`config.mk`:
```
export PLATFORM = sky130hd
export DESIGN_NAME = activation_mem_ctrl
export DESIGN_NICKNAME = d
export VERILOG_FILES = /design/src/rtl/activation_mem_ctrl.sv
export SDC_FILE = /design/constraint.sdc
export NUM_CORES = 1
export LEC_CHECK = 0
export BUFFER_PORTS_ARGS = -buffer_cell sky130_fd_sc_hd__buf_2
export CAP_MARGIN = 30
export CORE_MARGIN = 4
export CORE_UTILIZATION = 55
export DETAILED_ROUTE_END_ITERATION = 10
export GPL_ROUTABILITY_DRIVEN = 1
export PLACE_DENSITY = 0.91
export SETUP_SLACK_MARGIN = 0.15
export SYNTH_ARGS = -nofsm -noshare
export SYNTH_HDL_FRONTEND = slang
export SYNTH_SLANG_ARGS = --single-unit
```
`constraint.sdc`:
```
create_clock -name clk -period 4.4 [get_ports clk]
set_clock_uncertainty 0.2 [all_clocks]
set_input_delay 0.66 -clock clk [delete_from_list [all_inputs] [get_ports clk]]
set_output_delay 0.66 -clock clk [all_outputs]
set_load 0.01 [all_outputs]
```
`src/rtl/activation_mem_ctrl.sv`:
```
// activation_mem_ctrl: loads one activation tile into memory, then streams it row by row to the systolic array.
module activation_mem_ctrl #(
  parameter int SIZE             = 8,
  parameter int MEM_SIZE         = SIZE * SIZE,
  parameter int WRITE_ADDR_WIDTH = $clog2(MEM_SIZE),
  parameter int READ_ADDR_WIDTH  = $clog2(SIZE)
) (
  input  logic                        clk,
  input  logic                        rst,
  input  logic [6:0]                  act_in,
  input  logic                        act_valid,
  output logic                        act_ready,
  input  logic                        compute_start,
  input  logic                        reuse,
  output logic [6:0]                  Activation,
  output logic [WRITE_ADDR_WIDTH-1:0] Wr_Addr,
  output logic                        Wr_en,
  output logic                        Rd_en,
  output logic [READ_ADDR_WIDTH-1:0]  Rd_Addr,
  output logic                        row_valid,
  output logic [READ_ADDR_WIDTH-1:0]  row_idx,
  output logic                        load_done,
  output logic                        compute_done
);
  typedef enum logic [1:0] {LOAD, FULL, READ, DRAIN} state_t;
  state_t                      r_state;
  logic [WRITE_ADDR_WIDTH-1:0] r_wcnt;
  logic                        w_accept;
  logic                        w_last_wr;
  logic                        w_last_rd;
  assign act_ready = (r_state == LOAD) && !rst;
  assign w_accept  = act_valid && act_ready;
  assign w_last_wr = r_wcnt == WRITE_ADDR_WIDTH'(MEM_SIZE - 1);
  assign w_last_rd = Rd_Addr == READ_ADDR_WIDTH'(SIZE - 1);
  always_ff @(posedge clk) begin
    if (rst) begin
      r_state      <= LOAD;
      r_wcnt       <= '0;
      Activation   <= '0;
      Wr_Addr      <= '0;
      Wr_en        <= 1'b0;
      Rd_en        <= 1'b0;
      Rd_Addr      <= '0;
      row_valid    <= 1'b0;
      row_idx      <= '0;
      load_done    <= 1'b0;
      compute_done <= 1'b0;
    end else begin
      Wr_en        <= 1'b0;
      Rd_en        <= 1'b0;
      row_valid    <= 1'b0;
      load_done    <= 1'b0;
      compute_done <= 1'b0;
      case (r_state)
        LOAD: if (w_accept) begin
          Wr_en      <= 1'b1;
          Activation <= act_in;
          Wr_Addr    <= r_wcnt;
          r_wcnt     <= w_last_wr ? '0 : r_wcnt + 1'b1;
          if (w_last_wr) begin
            load_done <= 1'b1;
            r_state   <= FULL;
          end
        end
        FULL: if (compute_start) begin
          r_state <= READ;
          Rd_en   <= 1'b1;
          Rd_Addr <= '0;
        end
        // Rd_Addr doubles as the row counter; row_valid trails each read by one cycle
        READ: begin
          row_valid <= 1'b1;
          row_idx   <= Rd_Addr;
          if (w_last_rd) begin
            compute_done <= 1'b1;
            r_state      <= DRAIN;
          end else begin
            Rd_en   <= 1'b1;
            Rd_Addr <= Rd_Addr + 1'b1;
          end
        end
        DRAIN: begin
          r_state <= reuse ? FULL : LOAD;
          if (!reuse) r_wcnt <= '0;
        end
      endcase
    end
  end
endmodule

```
==> metrics <==
outcome=finished, final reports clean; CP Launch Type=input port; Post-Layout Cell Count=224; Initial DRC Count=41; Final WS setup=1.652 ns; Rel. slew slack=56.66%; GPL Wtd Cong=0.9116; initial antenna violation count=0; vias per cell=5.397; cts hold-fix bufs=0; global-route total usage across every layer=18.15%; critical path fanouts, max=32; IO Pins=37; Routed Antenna Nets=0; Int Power=0.0004408 W; commonest non-fill, non-tap cells in the layout=buf_2 (36), dfxtp_1 (32), nand2_1 (32); final hold vios=0; Flop pwr share=51.6%; wire per inst=12.85 um; Clock Latency Late Sink=0.33 ns; WP data required=4.46 ns; Setup violations, final=0; post-synthesis average cell area=8.822 sq um; P_sw=0.0001766 W; setup TNS=0 ns; Yosys cell types=25; Post-Syn Nets=178; placed insts=216; Max Cap Viol=0; Initial Utilization=60.12%; core area=2318 sq um; hold path depth=2; CTS Buf Count=5; sequential fraction of the synthesis area=45.96%; Sink Count=32; Port Buffers=36; grt ovf=0; Post-route DRC=0; number of global-route vias before repair=1,100; row count=17; leading cell type in the layout, fill and taps excluded=buf_2; # diodes=0; Die Wd=58.34 um; Tightest Pin Transition=0.6482 ns; Crit Path Category=in -> reg; Synth Instances=158; Clock Power Share=27.6%; layout cells sized above 1=22.45%; post_cts resized=0; largest net degree at the start of global routing=33; RSZ-0062 raised after global routing=false; CTS root buffer=clkbuf_4; Logic pwr share=20.9%; Syn-to-layout area delta=18.04%; P_leak=0.7772 nW; Critical Path End Type=flop; CTS tree=yes; DRT Pass-1 Iters=4; DPL Wire Length=2.163 mm; total wire length=2.879 mm; Power Density=375.3 nW/um^2; DR vias=1,209; clk slew on worst S/H paths=0.09 ns; Max VDD drop=0.3124 mV; Setup WS pre-CTS=1.397 ns; nets@finish=215; sw frac=28.60%; R2R cell count=7; Seq cells post-synth=32; first-pass GRT wire length=4.781 mm; synthesis warning total=0; Slew Viols, Final=0; Die Area=3404 sq um; Clock Path Buffers=2; Hold WC Path Type=reg -> reg; post-route minimum period=2.748 ns; CP arrival=2.81 ns; Peak Freq=363.9 MHz; H-tree levels=2; Final period util=62.45%; chip height=58.34 um; Post-CTS Setup Inserts=0; R2R setup slack=1.70 ns; synthesized area=1394 sq um
==> power groups by stage <==
stage / logic (W) / clock network, W / registers [W]
2_1_floorplan: 0.0000878 / 0 / 0.000329
5_1_grt: 0.000144 / 0.000185 / 0.000320
3_3_place_gp: 0.000123 / 0 / 0.000323
4_1_cts: 0.000130 / 0.000172 / 0.000318
3_5_place_dp: 0.000129 / 0 / 0.000325
6_report: 0.000129 / 0.000170 / 0.000318
==> layer usage <==
layer,track usage [%],part of all wire [%]
met5,0,0
met3,6.579,5.8
met2,31.90,51
met1,20.57,41
met4,4.967,2.2
==> sequential cells by signal, summed over array words and instances, names as in the netlist <==
name          count
Rd_Addr           3
r_state           2
Wr_Addr           6
compute_done      1
load_done         1
Rd_en             1
row_idx           3
row_valid         1
r_wcnt            6
Wr_en             1
Activation        7
==> stage by stage <==
stage | utilization (%) | power [W] | cell area, sq um | hold WS [ns]
6_report | 70.97 | 0.0006174 | 1645 | 0.2777
5_1_grt | 70.97 | 0.0006490 | 1645 | 0.2853
4_1_cts | 70.97 | 0.0006195 | 1645 | 0.2788
3_5_place_dp | 68.43 | 0.0004540 | 1587 | 0.2657
3_3_place_gp | 68.43 | 0.0004462 | 1587 | 0.2626
2_1_floorplan | - | 0.0004166 | 1394 | 0.2440
==> cell type report <==
class	count	area, sq um
multi-input cells	116	715.7
fillers	173	673.1
flip-flops and latches	32	640.6
repair buffers	36	180.2
clock buffers	8	58.81
well taps	28	35.03
inverters	4	15.01
==> synth_stat cells <==
cell	number	area (sq um)
mux2i_1	7	70.07
o41a_1	2	22.52
a311oi_1	3	26.28
nand2_1	32	120.1
o21ai_0	3	15.01
nand2b_1	5	31.28
nor2b_1	6	37.54
nor3b_1	1	7.510
inv_1	4	15.01
o21a_1	1	7.510
a41oi_1	1	8.760
and2_1	3	18.77
nand3_2	1	10.01
a31oi_1	1	6.260
nor2_1	14	52.55
nand3b_1	14	105.1
and3_1	1	6.260
and3_2	1	7.510
ha_1	8	100.1
nor3_1	2	10.01
clkbuf_1	6	22.52
or4_1	1	7.510
nand3_1	1	5.000
dfxtp_1	32	640.6
a21oi_1	8	40.04
==> kinds of logic (layout without fill, tap and decap cells) <==
logic type               Yosys count  after routing  synth area share (%)
AND/OR/NAND/NOR                   82             82                 30.07
flip-flops                        32             32                 45.96
AO/OA/AOI/OAI                     19             19                 9.067
buffers and inverters             10             48                 2.693
adder cells (fa/ha/maj)            8              8                 7.182
multiplexers                       7              7                 5.027
==> path summary, 6_finish.rpt <==
path,to,startpoint
min reg2reg,Activation[3],Activation[3]
min,Activation[3],Activation[3]
max,r_wcnt[2],rst
max reg2reg,r_wcnt[2],r_state[0]
==> critical path, cell delays in order <==
cell and delay, ns:
buf_2 0.38, nand3b_1 0.56, inv_1 0.41, o21ai_0 0.46
o21ai_0 0.17, a21oi_1 0.16
Power figures use the tool's default switching activity.
